--- config.mk ---
export PLATFORM = sky130hd
export DESIGN_NAME = systolic_ctrl
export DESIGN_NICKNAME = d
export VERILOG_FILES = /design/src/rtl/systolic_ctrl_pkg.sv /design/src/rtl/systolic_ctrl_operand_skew.sv /design/src/rtl/systolic_ctrl.sv
export SDC_FILE = /design/constraint.sdc
export NUM_CORES = 1
export LEC_CHECK = 0
export BUFFER_PORTS_ARGS = -buffer_cell sky130_fd_sc_hd__buf_2
export CAP_MARGIN = 10
export CORE_AREA = 2 2 243 245
export CTS_BUF_LIST = sky130_fd_sc_hd__clkbuf_16
export CTS_CLUSTER_DIAMETER = 60
export DETAILED_ROUTE_END_ITERATION = 7
export DIE_AREA = 0 0 245 247
export SLEW_MARGIN = 15
export SYNTH_ARGS = -nofsm -noshare
export SYNTH_HDL_FRONTEND = slang
export SYNTH_SLANG_ARGS = --single-unit
--- constraint.sdc ---
create_clock -name clk_i -period 2.45 [get_ports clk_i]
set_input_delay 0.49 -clock clk_i [delete_from_list [all_inputs] [get_ports clk_i]]
set_output_delay 0.49 -clock clk_i [all_outputs]
set_load 0.01 [all_outputs]
--- src/rtl/systolic_ctrl_pkg.sv ---
// Shared state encoding and phase-length helpers for the systolic array sequencer.
package systolic_ctrl_pkg;

  parameter int unsigned DataWidth = 16;

  typedef enum logic [2:0] {
    StIdle  = 3'd0,
    StClear = 3'd1,
    StFeed  = 3'd2,
    StFlush = 3'd3,
    StDrain = 3'd4,
    StDone  = 3'd5
  } ctrl_st_e;

  // Cycles for clr to ripple from PE[0][0] to PE[N-1][N-1].
  function automatic int unsigned clr_cyc(input int unsigned n);
    return 2 * n - 1;
  endfunction

  // 2(N-1) hops + 2 cc PE latency + 1 RAM cc.
  function automatic int unsigned flush_cyc(input int unsigned n);
    return 2 * n + 1;
  endfunction

endpackage

--- src/rtl/systolic_ctrl_operand_skew.sv ---
// Triangular delay line: lane i is an i-stage shift register, lane 0 passes straight through.
module systolic_ctrl_operand_skew #(
  parameter int unsigned ARRAY_N    = 4,
  parameter int unsigned DATA_WIDTH = 16
) (
  input  logic                          clk_i,
  input  logic                          rst_ni,
  input  logic                          clr_i,
  input  logic [ARRAY_N*DATA_WIDTH-1:0] data_i,
  output logic [ARRAY_N*DATA_WIDTH-1:0] data_o
);

  assign data_o[DATA_WIDTH-1:0] = data_i[DATA_WIDTH-1:0];

  for (genvar i = 1; i < ARRAY_N; i++) begin : g_lane
    logic [DATA_WIDTH-1:0] r_pipe [0:i-1];

    always_ff @(posedge clk_i or negedge rst_ni) begin
      if (!rst_ni) begin
        for (int s = 0; s < i; s++) r_pipe[s] <= '0;
      end else if (clr_i) begin
        for (int s = 0; s < i; s++) r_pipe[s] <= '0;
      end else begin
        r_pipe[0] <= data_i[i*DATA_WIDTH +: DATA_WIDTH];
        for (int s = 1; s < i; s++) r_pipe[s] <= r_pipe[s-1];
      end
    end

    assign data_o[i*DATA_WIDTH +: DATA_WIDTH] = r_pipe[i-1];
  end

endmodule

--- src/rtl/systolic_ctrl.sv ---
// Job sequencer for the PE grid: clear, feed skewed operands, flush, then drain psum rows.
module systolic_ctrl
  import systolic_ctrl_pkg::*;
#(
  parameter int unsigned ARRAY_N    = 4,
  parameter int unsigned K_W        = 8,
  parameter int unsigned ADDR_W     = 8,
  parameter int unsigned DATA_WIDTH = DataWidth
) (
  input  logic                                  clk_i,
  input  logic                                  rst_ni,
  input  logic                                  start_i,
  input  logic                                  abort_i,
  input  logic [K_W-1:0]                        k_len_i,
  input  logic [ADDR_W-1:0]                     a_base_i,
  input  logic [ADDR_W-1:0]                     b_base_i,
  output logic                                  busy_o,
  output logic                                  done_o,
  output logic                                  rd_en_o,
  output logic [ADDR_W-1:0]                     a_raddr_o,
  output logic [ADDR_W-1:0]                     b_raddr_o,
  input  logic [ARRAY_N*DATA_WIDTH-1:0]         a_rdata_i,
  input  logic [ARRAY_N*DATA_WIDTH-1:0]         b_rdata_i,
  output logic [ARRAY_N*DATA_WIDTH-1:0]         arr_a_o,
  output logic [ARRAY_N*DATA_WIDTH-1:0]         arr_b_o,
  output logic                                  arr_clr_o,
  output logic                                  arr_we_o,
  input  logic [ARRAY_N*ARRAY_N*DATA_WIDTH-1:0] psum_i,
  output logic                                  res_valid_o,
  input  logic                                  res_ready_i,
  output logic [$clog2(ARRAY_N)-1:0]            res_row_o,
  output logic [ARRAY_N*DATA_WIDTH-1:0]         res_data_o
);

  localparam int unsigned ROW_W = $clog2(ARRAY_N);
  localparam logic [K_W-1:0]   ClrLast   = K_W'(clr_cyc(ARRAY_N) - 1);
  localparam logic [K_W-1:0]   FlushLast = K_W'(flush_cyc(ARRAY_N) - 1);
  localparam logic [ROW_W-1:0] RowLast   = ROW_W'(ARRAY_N - 1);

  ctrl_st_e          r_state, w_state_d;
  logic [K_W-1:0]    r_cnt, w_cnt_d;
  logic [K_W-1:0]    r_k_len;
  logic [ADDR_W-1:0] r_a_base, r_b_base;
  logic [ROW_W-1:0]  r_row, w_row_d;
  logic              r_rd_dly;
  logic              r_abort_clr;
  logic              w_abort;

  logic [ARRAY_N*DATA_WIDTH-1:0] w_skew_a, w_skew_b;

  assign w_abort = abort_i && (r_state != StIdle);

  always_ff @(posedge clk_i or negedge rst_ni) begin
    if (!rst_ni) begin
      r_state     <= StIdle;
      r_cnt       <= '0;
      r_row       <= '0;
      r_k_len     <= '0;
      r_a_base    <= '0;
      r_b_base    <= '0;
      r_rd_dly    <= 1'b0;
      r_abort_clr <= 1'b0;
    end else begin
      r_state     <= w_state_d;
      r_cnt       <= w_cnt_d;
      r_row       <= w_row_d;
      r_rd_dly    <= rd_en_o && !w_abort;
      r_abort_clr <= w_abort;
      if (r_state == StIdle && start_i && !abort_i) begin
        r_k_len  <= k_len_i;
        r_a_base <= a_base_i;
        r_b_base <= b_base_i;
      end
    end
  end

  always_comb begin
    w_state_d   = r_state;
    w_cnt_d     = r_cnt;
    w_row_d     = r_row;
    busy_o      = (r_state != StIdle);
    done_o      = 1'b0;
    rd_en_o     = 1'b0;
    a_raddr_o   = '0;
    b_raddr_o   = '0;
    arr_clr_o   = r_abort_clr;
    arr_we_o    = r_rd_dly;
    res_valid_o = 1'b0;
    res_row_o   = '0;
    res_data_o  = '0;

    unique case (r_state)
      StIdle: begin
        if (start_i && !abort_i) begin
          w_state_d = StClear;
          w_cnt_d   = '0;
        end
      end
      StClear: begin
        arr_clr_o = 1'b1;
        if (r_cnt == ClrLast) begin
          w_cnt_d   = '0;
          w_state_d = (r_k_len == '0) ? StDone : StFeed;
        end else begin
          w_cnt_d = r_cnt + K_W'(1);
        end
      end
      StFeed: begin
        rd_en_o   = 1'b1;
        a_raddr_o = r_a_base + ADDR_W'(r_cnt);
        b_raddr_o = r_b_base + ADDR_W'(r_cnt);
        if (r_cnt == r_k_len - K_W'(1)) begin
          w_cnt_d   = '0;
          w_state_d = StFlush;
        end else begin
          w_cnt_d = r_cnt + K_W'(1);
        end
      end
      StFlush: begin
        arr_we_o = 1'b1;
        if (r_cnt == FlushLast) begin
          w_cnt_d   = '0;
          w_row_d   = '0;
          w_state_d = StDrain;
        end else begin
          w_cnt_d = r_cnt + K_W'(1);
        end
      end
      StDrain: begin
        res_valid_o = 1'b1;
        res_row_o   = r_row;
        for (int unsigned r = 0; r < ARRAY_N; r++) begin
          if (r_row == ROW_W'(r)) begin
            res_data_o = psum_i[r*ARRAY_N*DATA_WIDTH +: ARRAY_N*DATA_WIDTH];
          end
        end
        if (res_ready_i) begin
          if (r_row == RowLast) w_state_d = StDone;
          else                  w_row_d   = r_row + ROW_W'(1);
        end
      end
      StDone: begin
        done_o    = 1'b1;
        w_state_d = StIdle;
      end
      default: w_state_d = StIdle;
    endcase

    if (w_abort) begin
      w_state_d = StIdle;
      w_cnt_d   = '0;
      w_row_d   = '0;
    end
  end

  // Read data is only meaningful the cycle after a read; otherwise feed zeros.
  assign w_skew_a = r_rd_dly ? a_rdata_i : '0;
  assign w_skew_b = r_rd_dly ? b_rdata_i : '0;

  systolic_ctrl_operand_skew #(
    .ARRAY_N    (ARRAY_N),
    .DATA_WIDTH (DATA_WIDTH)
  ) u_skew_a (
    .clk_i  (clk_i),
    .rst_ni (rst_ni),
    .clr_i  (w_abort),
    .data_i (w_skew_a),
    .data_o (arr_a_o)
  );

  systolic_ctrl_operand_skew #(
    .ARRAY_N    (ARRAY_N),
    .DATA_WIDTH (DATA_WIDTH)
  ) u_skew_b (
    .clk_i  (clk_i),
    .rst_ni (rst_ni),
    .clr_i  (w_abort),
    .data_i (w_skew_b),
    .data_o (arr_b_o)
  );

endmodule
==> Word-level counts from Yosys, hierarchy flattened <==
Cells that the tools add are included.
{ "classes": {"addsub": 5, "multipliers": 0, "n_div": 0, "n_lt_le_gt_ge": 0, "eq_ne": 18, "n_shift": 0, "n_mux": 41, "n_bitwise": 0, "reduce_logical": 16} }
{ "ops": {"columns": ["op", "n"], "rows": [
  ["$mux W64", 7],
  ["$mux W48", 2],
  ["$mux W32", 2],
  ["$mux W8", 7],
  ["$mux W16", 2],
  ["$pmux W8 S4", 1],
  ["$mux W3", 8],
  ["$ne A3 B3 Y1 const B", 6],
  ["$add A8 B8 Y8", 2],
  ["$pmux W3 S5", 1],
  ["$mux W2", 5],
  ["$add A8 B1 Y8 const B", 1],
  ["$eq A8 B3 Y1 const B", 1],
  ["$eq A8 B4 Y1 const B", 1],
  ["$eq A8 B8 Y1", 1],
  ["$logic_not A8 Y1", 1],
  ["$sub A8 B1 Y8 const B", 1],
  ["$eq A3 B2 Y1 const B", 2],
  ["$eq A3 B3 Y1 const B", 2],
  ["$reduce_and A6 Y1", 1],
  ["$reduce_bool A3 Y1", 2],
  ["$logic_and A1 B1 Y1", 5],
  ["$mux W1", 5],
  ["$reduce_bool A5 Y1", 1],
  ["11 further kinds", 13]
]} }
{ "totals": {"ff_bits": 231, "latchBits": 0, "ram_bits": 0, "mem_bits_ro": 0, "input_bits": 413, "out_inout_bits": 216, "elab_cells": 100, "mem_count": 0} }

==> Depth between registers and ports, before layout <==
Gate-level depths: netlist of the first run.
{ "depth": {"depth_word": 6, "mapped_depth": 11, "ltp_nobuf": 9} }

==> Cells and area by module <==
From an unflattened synthesis of the first run, not the netlist that was laid out.
{ "unflattened": {"hier_cells": 1364, "area_unflattened_um2": 12537.0} }
{ "modules_own_cells": {"columns": ["mod", "instances", "cells_per_inst", "area_each_um2", "seq_area_each_um2"], "rows": [
  ["systolic_ctrl_operand_skew", 2, 250, 3440.8, 2402.3],
  ["systolic_ctrl", 1, 864, 5655.4, 975.9]
]} }

==> Worst setup path after synthesis of the first run <==
OpenSTA, ideal clock, no wires.
{ "synth_path": {"kind": "flip-flop to output port", "start": "register r_cnt[0]", "end": "output port a_raddr_o[6]", "arrival_time_ps": 2003, "required_ps": 1960, "setup_slack_ps": -43, "stages_incl_launch_ff": 9, "n_path_buf": 0, "cell_sequence": "dfrtp_1 ha_1 fa_1 a21o_1 a21o_1 a21o_1 a21oi_1 xor2_1 nor2_1"} }
{ "synth_between": {"elab_chain_cells": 2} }
{ "synth_lines": {"columns": ["item", "line", "text"], "rows": [
  ["start: declaration", "systolic_ctrl.sv:41", "logic [K_W-1:0] r_cnt, w_cnt_d;"],
  ["start signal: assignment", "systolic_ctrl.sv:65", "r_cnt <= w_cnt_d;"],
  ["$add A8 B8 Y8", "systolic_ctrl.sv:110", "a_raddr_o = r_a_base + ADDR_W'(r_cnt);"],
  ["$mux W8", "systolic_ctrl.sv:92", "unique case (r_state)"],
  ["end: declaration", "systolic_ctrl.sv:20", "output logic [ADDR_W-1:0] a_raddr_o,"]
]} }
No other way between the ends.

==> Worst setup path in the final report of the first run <==
{ "layout_path": {"start": "register r_row[0]", "end": "output port res_data_o[3]"} }
{ "layout_between": {"elab_chain_cells": 6, "elab_cells_between_ends": 9, "classes_between": "eq/ne (3); mux (5); reduce/logical (1)"} }
{ "layout_lines": {"columns": ["item", "line", "text"], "rows": [
  ["start: declaration", "systolic_ctrl.sv:44", "logic [ROW_W-1:0] r_row, w_row_d;"],
  ["start signal: assignment", "systolic_ctrl.sv:66", "r_row <= w_row_d;"],
  ["$logic_not A2 Y1", "systolic_ctrl.sv:133", "if (r_row == ROW_W'(r)) begin"],
  ["$mux W64 (3 in series)", "systolic_ctrl.sv:133", null],
  ["$mux W64 *", "systolic_ctrl.sv:133", null],
  ["$mux W64 *", "systolic_ctrl.sv:92", null],
  ["end: declaration", "systolic_ctrl.sv:32", "output logic [ARRAY_N*DATA_WIDTH-1:0] res_data_o"]
]} }
Every way passes the cells marked *; elsewhere a longest branch is shown, timed or not.

==> results of run 1 <==
-- per-layer routing --
metal  up-vias  share of wire, %  track usage (%)
met5         -             0.091                0
met3       102               6.6            3.386
met1      5391                40            18.97
li1       5366                 -                -
met2       455                48            25.60
met4         8               4.4            6.510
-- worst paths after layout --
path	from	to	slack [ps]	cells past startpoint
max in group asynchronous	rst_ni	u_skew_a.g_lane[3].r_pipe[19]	1140	3
setup / recovery	r_row[0]	res_data_o[3]	-650	13
min in group asynchronous	rst_ni	u_skew_b.g_lane[3].r_pipe[43]	470	2
hold / removal	b_rdata_i[54]	u_skew_b.g_lane[3].r_pipe[38]	160	2
hold reg to reg	u_skew_a.g_lane[3].r_pipe[41]	u_skew_a.g_lane[3].r_pipe[25]	440	1
setup reg to reg	r_cnt[6]	r_cnt[5]	150	7
-- synthesized netlist by cell type (all sizes together) (7+ instances only) --
cell type | count | share of area, %
mux2 | 25 | 2.4
nor2 | 224 | 7.2
nand2b | 7 | 0.37
dfrtp | 231 | 49
nor3 | 10 | 0.43
inv | 12 | 0.38
a22oi | 63 | 4.0
xnor2 | 14 | 1.0
a21o | 11 | 0.72
nand3 | 7 | 0.30
buf | 81 | 5.1
ha | 23 | 2.5
nand2 | 18 | 0.58
clkbuf | 81 | 2.6
xor2 | 7 | 0.52
and2 | 135 | 7.2
nor2b | 10 | 0.53
a21oi | 138 | 5.9
and3 | 99 | 5.3
o21ai | 7 | 0.30
-- cell families after synthesis --
logic type / after synthesis / synth area share, %
AND/OR/NAND/NOR: 527 / 22.87
AO/OA/AOI/OAI: 239 / 12.58
flip-flops: 231 / 49.35
buffers and inverters: 174 / 8.086
multiplexers: 29 / 2.745
adder cells (fa/ha/maj): 25 / 2.799
XOR/XNOR: 21 / 1.570
-- critical path, delay by kind of cell, from the launching register on --
| family | cells | cell delay (ps) |
|---|---|---|
| buf+inv | 5 | 660 |
| simple gates | 4 | 660 |
| flops | 1 | 440 |
| compound gates | 3 | 180 |
| fa+ha+maj | 1 | 130 |
-- layout make-up --
class,count,area (sq um),share of cell area [%]
clock buffer,29,725.7,4.031
clock inverter,25,231.5,1.286
sequential,231,5792,32.17
antenna,3,7.507,0.04170
multi-input combinational,842,5789,32.16
inverter,12,45.04,0.2502
tap,773,967.2,5.372
timing repair buffer,739,4446,24.69
-- power by group --
group          switching (mW)  leakage [nW]  total, mW  internal (mW)
combinational            2.30          6.26       4.34           2.04
sequential              0.376          3.15       4.62           4.25
clock                    1.78         0.472       4.13           2.34
-- through the flow --
stage / cells / cell area, sq um
2_1_floorplan: 1246 / 11720
3_3_place_gp: 2578 / 15820
3_5_place_dp: 2578 / 15820
4_1_cts: 2639 / 17100
5_1_grt: 2654 / 18000
6_report: 2654 / 18000
-- timing repair --
action / CTS / global route
setup buffers: 7 / 16
endpoints found under the hold margin: 68 / 0
hold buffers: 1 / 0
pin swaps: 25 / 80
gates resized for setup: 65 / 176
endpoints found under the setup margin: 81 / 81
gates cloned: 0 / 5
-- flip-flops by register name (all words and copies together) (netlist names), 3 cells and up --
signal	flops
r_cnt	8
r_state	3
r_a_base	8
u_skew_b.g_lane.r_pipe	64
r_b_base	8
u_skew_a.data_o	32
r_k_len	8
u_skew_b.data_o	32
u_skew_a.g_lane.r_pipe	64
==> summary.txt, run 1 <==
Synth
  • Total number of yosys warnings: 0
  • Syn_area_per_cell: approximately 9.4 sq um
  • Ys flop type: dfrtp_1
  • Synth unique cells: 47
  • Post-synth EDFFs: 0
  • Synthesized cell area: between 10000 and 15000 sq um
  • Yosys reg bits: 231
  • Synth async-reset ratio: 100.0%
  • Post-Syn Instances: 1246
  • Seq/Total Area, Yosys: 49.35%
  • Mapped Nets: about 1700

Worst setup path
  • Worst EP arrival: ~2600 ps
  • Worst path cell trace: inv_2 -> ha_4 -> nor2b_4 -> buf_12 -> clkbuf_16 -> buf_8 -> a22oi_2 -> nor2_4 -> a21oi_2 -> nor2_1 -> a21oi_2 -> nor2_1 -> buf_2
  • Startpoint Class: flip-flop
  • Critical path required time: approximately 2000 ps
  • CP Class: flip-flop to output port
  • Crit-path max FO: 8
  • Slowest cell on the critical path: dfrtp_2
  • CP peak stage delay: 440 ps
  • Crit end category: output port

Pwr
  • Pwr dens: between 700 and 800 nW/um^2
  • Pleak: 9.889 nW
  • Worst vdd ir: roughly 0.44 mV
  • Total Power: between 10 and 15 mW

Floorplanning
  • I/O Pins: between 600 and 700
  • Row count: 89
  • Core area: just under 60000 sq um
  • Die area: just over 60000 sq um
  • Die X: approximately 250 microns
  • Chip Height: around 250 microns
  • Initial core utilization: 20.11%

Clocking
  • CTS buffer count: 29
  • Clock sinks: around 230
  • CTS root buf: clkbuf_16
  • CTS clk-pin slew, worst paths: roughly 60 ps
  • H-tree depth: 1
  • Skew-Pair Late Insertion Delay: about 570 ps
  • CTS tree: done
  • CTS Buffer Depth: 3

Run
  • Max-cap violations: 0

Place
  • Hpwl dp: approximately 41000 microns
  • Number of port buffers: ~630
  • Final GP Congestion: approximately 0.94
  • Post-place setup slack: -150.7 ps

Detailed routing
  • Via/cell ratio: approximately 4.3
  • WL final: approximately 50000 microns
  • Drt pass-1 iters: 6
  • Wirelength per Cell: 19.10 microns
  • Final ANT Viol Nets: 0
  • Drt initial violations: approximately 500
  • DR vias: roughly 11000
  • DR DRC count: 0

Timing
  • Worst hold margin: roughly 160 ps
  • Worst-Margin Slew: slightly below 700 ps
  • Endpoints failing setup: 80
  • TNS Setup: -35670 ps
  • Slew margin rel.: about 55%
  • RSZ-0062 raised after global routing: true
  • Minimum clock period: 3104 ps
  • Final Skew: 15.25 ps
  • Tcrit/Tclk final: 126.7%
  • Setup ws final: -654.3 ps
  • Final Hold Fails: 0
  • Final Max Tran Viols: 0
  • Max Clk Rate: approximately 320 MHz

Global route
  • Largest net degree at the start of global routing: a little under 80
  • GRT Total Usage: between 10% and 20%
  • Wire length of the first global-routing pass: just under 70000 microns
  • Vias in the first global route: around 11000
  • Gr ovfl total: 0
  • Initial antenna violation count: 17

Final layout
  • Most frequent cells in the layout: 605 x buf_2, 224 x dfrtp_1, 198 x nor2_1
  • Layout area overhead: 53.70%
  • Share of cells above drive strength 1: between 50% and 60%
  • Most common cell after layout, fill and taps aside: buf_2
  • Layout net count: 2293
  • Final design utilization: 30.91%
  • Fillers: approximately 6100

Outcome
  • Status: finished with violations
  • Violated checks: negative setup slack

Min path
  • Worst hold path class: input port to flip-flop
No activity file was read; power rests on OpenSTA's default activity.
==> run 2: changes to the inputs <==
- GPL_TIMING_DRIVEN: not set -> 0
- REMOVE_ABC_BUFFERS: not set -> 1
==> summary.txt, run 2 (synthesis gave the netlist of run 1 again) <==
Global route
  • Initial antenna violation count: 34
  • GR Layer Usage met2: about a third
  • Gr ovfl total: 0
  • GRT Total Usage: between 10% and 20%
  • Largest net degree at the start of global routing: about 110
  • Grt met3 use: roughly 4.4%
  • Wire length of the first global-routing pass: 77250 microns
  • GRT met1 Usage: a little under a fifth
  • Vias in the first global route: ~11000
  • Grt peak-use layer: met2

Place
  • Final GP Congestion: just under 1
  • DP Area: ~15000 sq um
  • Post-place setup slack: -1034 ps
  • Number of port buffers: between 600 and 700
  • Hpwl dp: ~40000 microns

Timing
  • Setup ws final: -639.3 ps
  • Final Skew: 14.08 ps
  • Minimum clock period: about 3000 ps
  • Final Hold Fails: 0
  • Slew margin rel.: 34.76%
  • Worst-Margin Slew: roughly 970 ps
  • Endpoints failing setup: 79
  • Max Clk Rate: 323.7 MHz
  • TNS Setup: -37650 ps
  • RSZ-0062 raised after global routing: true
  • Final Max Tran Viols: 0
  • Tcrit/Tclk final: 126.1%

Detailed routing
  • DR DRC count: 0
  • Drt pass-1 iters: 4
  • Final ANT Viol Nets: 0
  • Via/cell ratio: 4.452
  • WL final: 58530 microns
  • Wirelength per Cell: 22.08 microns
  • Drt initial violations: around 570
  • DR vias: around 12000

Floorplanning
  • Row count: 89
  • Die area: approximately 61000 sq um
  • Core area: ~58000 sq um
  • Chip Height: between 200 and 250 microns
  • Initial core utilization: 20.11%
  • I/O Pins: between 600 and 700
  • Die X: 245 microns

Outcome
  • Violated checks: negative setup slack
  • Status: finished with violations

Final layout
  • Sequential cell area: 5799 sq um
  • Most common cell after layout, fill and taps aside: buf_2
  • Largest regs: u_skew_a.g_lane.r_pipe (64), u_skew_b.g_lane.r_pipe (64)
  • Layout area overhead: 55.27%
  • Multi-input combinational cell area: 5768 sq um
  • Most frequent cells in the layout: 611 x buf_2, 218 x dfrtp_1, 200 x nor2_1
  • Share of cells above drive strength 1: about 52%
  • Final design utilization: a little under a third
  • Fillers: around 6100
  • Layout net count: 2280
  • Final Cell Area: approximately 18000 sq um

Run
  • Max-cap violations: 0

Pwr
  • Pwr dens: approximately 740 nW/um^2
  • Pleak: roughly 10 nW
  • Total Power: between 10 and 15 mW
  • Clock share of power: 31.9%
  • Comb pwr share: about a third
  • Share of power burned in registers: between 30% and 40%
  • Cell-internal power: about 8.8 mW
  • Sw power: 4.629 mW
  • Worst vdd ir: between 0.5 and 0.6 mV
  • Sw Ratio: 34.46%

Worst setup path
  • Crit-path max FO: 3
  • Crit end category: output port
  • Startpoint Class: flip-flop
  • CP Class: flip-flop to output port
  • Worst EP arrival: 2600 ps
  • Critical path required time: roughly 2000 ps

Min path
  • Worst hold path class: input port to flip-flop

Clocking
  • CTS root buf: clkbuf_16
  • Skew-Pair Late Insertion Delay: 560 ps
  • CTS clk-pin slew, worst paths: about 60 ps
  • Clock sinks: ~230
  • CTS Buffer Depth: 3
  • CTS tree: done
  • CTS buffer count: 29
  • H-tree depth: 1
==> run 2: changes by cell type in the layout (fill, tap and decap cells not counted), moves of 11 or more <==
cell / delta
a21oi_1: +11
a22oi_2: -12
buf_16: +15
a22oi_1: +12
buf_4: -26
==> run 2: metal layers <==
layer / wire length, microns / part of all wire (%)
met4: 3281 / 5.6
met5: 102 / 0.17
met2: 29340 / 50
met3: 4564 / 7.8
met1: 21240 / 36
==> run 2: worst paths after layout <==
path	depth (start not counted)	slack [ps]	end	start
worst max register to register	8	-20	r_cnt[5]	r_cnt[5]
worst max-delay path	9	-640	b_raddr_o[6]	r_cnt[0]
max in group asynchronous	3	1240	u_skew_a.data_o[57]	rst_ni
min in group asynchronous	2	380	u_skew_a.data_o[36]	rst_ni
worst min-delay path	2	160	r_b_base[4]	b_base_i[4]
worst min register to register	1	440	u_skew_b.data_o[38]	u_skew_b.g_lane[2].r_pipe[22]
==> run 2: layout make-up <==
cell class | count | area share, %
sequential | 231 | 31.89
inverter | 12 | 0.3233
timing repair buffer | 724 | 25.26
tap | 773 | 5.318
antenna | 13 | 0.1789
multi-input combinational | 844 | 31.71
clock inverter | 25 | 1.328
clock buffer | 29 | 3.990
==> run 2: timing repair <==
item	CTS	global route
cloned	13	5
pin swaps	43	43
setup buffers	47	26
resized for setup	146	81
endpoints found under the hold margin	32	0
hold buffers	1	0
setup endpoints to repair	124	93
==> run 2: critical path, stage by stage, from the launching register on <==
cell and delay (ps):
dfrtp_2 450, ha_4 190, fa_2 380, a21o_1 170, a21o_1 180, a21o_1 200
a21oi_2 150, xor2_1 150, nor2_1 50, buf_2 130
==> run 2: power by group through the flow <==
stage	combinational, mW	sequential [mW]	clock (mW)
floorplan	2.01	4.64	0
global placement	3.18	4.71	0
detailed placement	3.53	4.71	0
CTS	4.31	4.57	4.45
global route	5.00	4.63	4.61
finish	4.57	4.58	4.28
==> run 2: through the flow <==
stage / instances / hold slack [ps]
2_1_floorplan: 1084 / 194.4
3_3_place_gp: 2485 / 429.2
3_5_place_dp: 2494 / 374.8
4_1_cts: 2609 / 124.5
5_1_grt: 2645 / 139.9
6_report: 2651 / 164.2
==> run 3: changes to the inputs <==
- CORE_AREA: 2 2 243 245 -> 3 3 244 246
- DIE_AREA: 0 0 245 247 -> 0 0 247 249
==> summary.txt, run 3 (synthesis gave the netlist of run 1 again) <==
Floorplanning
  • Row count: between 80 and 90
  • I/O Pins: about 630
  • Die area: ~62000 sq um
  • Chip Height: between 200 and 250 microns
  • Initial core utilization: ~20%
  • Die X: around 250 microns
  • Core area: approximately 58000 sq um

Detailed routing
  • DR DRC count: 0
  • DR vias: 11650
  • Final ANT Viol Nets: 0
  • WL final: 57190 microns
  • Via/cell ratio: approximately 4.4
  • Wirelength per Cell: around 22 microns
  • Drt initial violations: 672
  • Drt pass-1 iters: 5

Timing
  • TNS Setup: -37840 ps
  • Worst hold margin: 168.5 ps
  • Tcrit/Tclk final: 125.9%
  • Max Clk Rate: about 320 MHz
  • Final Hold Fails: 0
  • RSZ-0062 raised after global routing: true
  • Minimum clock period: roughly 3100 ps
  • Worst-Margin Slew: ~950 ps
  • Final Max Tran Viols: 0
  • Final Skew: 9.798 ps
  • Setup ws final: -635.3 ps
  • Endpoints failing setup: 78
  • Slew margin rel.: approximately 36%

Worst setup path
  • Crit-path max FO: 4
  • Critical path required time: 1960 ps
  • Crit end category: output port
  • Slowest cell on the critical path: dfrtp_2
  • Worst path cell trace: buf_6 -> ha_4 -> nor2b_4 -> buf_4 -> clkbuf_16 -> buf_4 -> a22oi_1 -> nor2_1 -> a21oi_1 -> nor2_1 -> a21oi_1 -> nor2_2 -> buf_2
  • Crit-path leading delay family: buffers and inverters
  • Worst EP arrival: ~2600 ps
  • CP peak stage delay: around 430 ps
  • Startpoint Class: flip-flop
  • CP Class: flip-flop to output port
  • Bufs and invs on worst path: 5

Clocking
  • Clock sinks: ~230
  • CTS clk-pin slew, worst paths: approximately 60 ps
  • CTS root buf: clkbuf_16
  • H-tree depth: 1
  • CTS Buffer Depth: 3
  • CTS tree: done
  • Skew-Pair Late Insertion Delay: 550 ps
  • CTS buffer count: 27

Global route
  • Vias in the first global route: about 12000
  • Wire length of the first global-routing pass: slightly below 80000 microns
  • Gr ovfl total: 0
  • Initial antenna violation count: 29
  • GRT Total Usage: between 15 and 20%
  • Largest net degree at the start of global routing: between 100 and 150

Run
  • Max-cap violations: 0

Place
  • Post-place setup slack: -525.5 ps
  • Final GP Congestion: ~0.96
  • Hpwl dp: ~40000 microns
  • Number of port buffers: between 600 and 700
  • Cells after DPL: roughly 2500

Final layout
  • Largest regs: u_skew_a.g_lane.r_pipe (64), u_skew_b.g_lane.r_pipe (64)
  • Fillers: approximately 6000
  • Final std cells w/o fill: between 2000 and 3000
  • Most common cell after layout, fill and taps aside: buf_2
  • Most frequent cells in the layout: 602 x buf_2, 220 x dfrtp_1, 208 x nor2_1
  • Layout area overhead: 52.69%
  • Multi-input combinational cell area: ~5600 sq um
  • Share of cells above drive strength 1: 50.41%
  • Sequential cell area: ~5800 sq um
  • Layout net count: about 2300

Pwr
  • Share of power burned in registers: around 35%
  • Sw Ratio: 33.02%
  • Clock share of power: between 30% and 40%
  • Pwr dens: between 700 and 800 nW/um^2
  • Cell-internal power: 8.890 mW
  • Total Power: ~13 mW
  • Worst vdd ir: 0.4729 mV
  • Pleak: just under 10 nW
  • Comb pwr share: about a third
  • Sw power: between 4 and 5 mW

Outcome
  • Violated checks: negative setup slack
  • Status: finished with violations

Min path
  • Worst hold path class: input port to flip-flop
==> run 3: cell count changes in the layout (fill, tap and decap cells not counted), moves of 5 or more <==
cell / previous run / this run
buf_6: 24 / 19
diode_2: 13 / 7
a22oi_2: 47 / 40
nor2_2: 19 / 12
nor2_1: 200 / 208
a22oi_1: 16 / 23
inv_6: 5 / 0
buf_2: 611 / 602
==> run 3: final timing paths <==
| check | from | end | slack [ps] | depth (start not counted) |
|---|---|---|---|---|
| max | r_row[0] | res_data_o[61] | -640 | 13 |
| min | b_base_i[3] | r_b_base[3] | 170 | 2 |
| max reg2reg | r_cnt[5] | r_cnt[5] | 50 | 8 |
| min reg2reg | u_skew_a.g_lane[3].r_pipe[39] | u_skew_a.g_lane[3].r_pipe[23] | 440 | 1 |
| max in group asynchronous | rst_ni | u_skew_a.data_o[62] | 720 | 4 |
| min in group asynchronous | rst_ni | u_skew_b.data_o[41] | 470 | 2 |
==> run 3: area by class of cell <==
class                      count  share of cell area [%]
sequential                   231                   32.41
multi-input combinational    843                   31.48
timing repair buffer         713                   25.15
tap                          765                   5.352
clock buffer                  27                   3.778
clock inverter                21                   1.420
inverter                      12                  0.3148
antenna                        7                 0.09794
==> run 3: timing repair <==
action,in CTS,in global routing
endpoints found under the hold margin,69,0
buffers inserted,43,19
setup endpoints to repair,128,88
hold buffers,1,0
gates resized for setup,135,76
gates cloned,5,10
pin swaps,41,40
==> run 3: routing by layer <==
metal / share of wire, % / global-route usage [%] / routed length, microns / vias up
met4: 4.7 / 7.028 / 2672 / 20
met1: 37 / 19.10 / 21080 / 5566
met2: 50 / 30.31 / 28650 / 618
met5: 0.26 / 0 / 147 / -
li1: - / - / - / 5307
met3: 8.1 / 4.015 / 4648 / 137
==> run 3: power by group through the flow <==
stage	clock network [mW]	logic (mW)	registers, mW
after floorplan	0	2.01	4.64
after global placement	0	3.19	4.72
after detailed placement	0	3.54	4.73
after CTS	4.38	4.24	4.59
after global routing	4.53	4.93	4.63
final	4.21	4.48	4.58
==> run 3: per-stage QoR <==
stage | util [%] | cell area [sq um]
floorplan | - | 10810
global placement | 25.90 | 14910
detailed placement | 26.51 | 15270
CTS | 29.91 | 17220
global route | 31.04 | 17880
finish | 31.06 | 17890
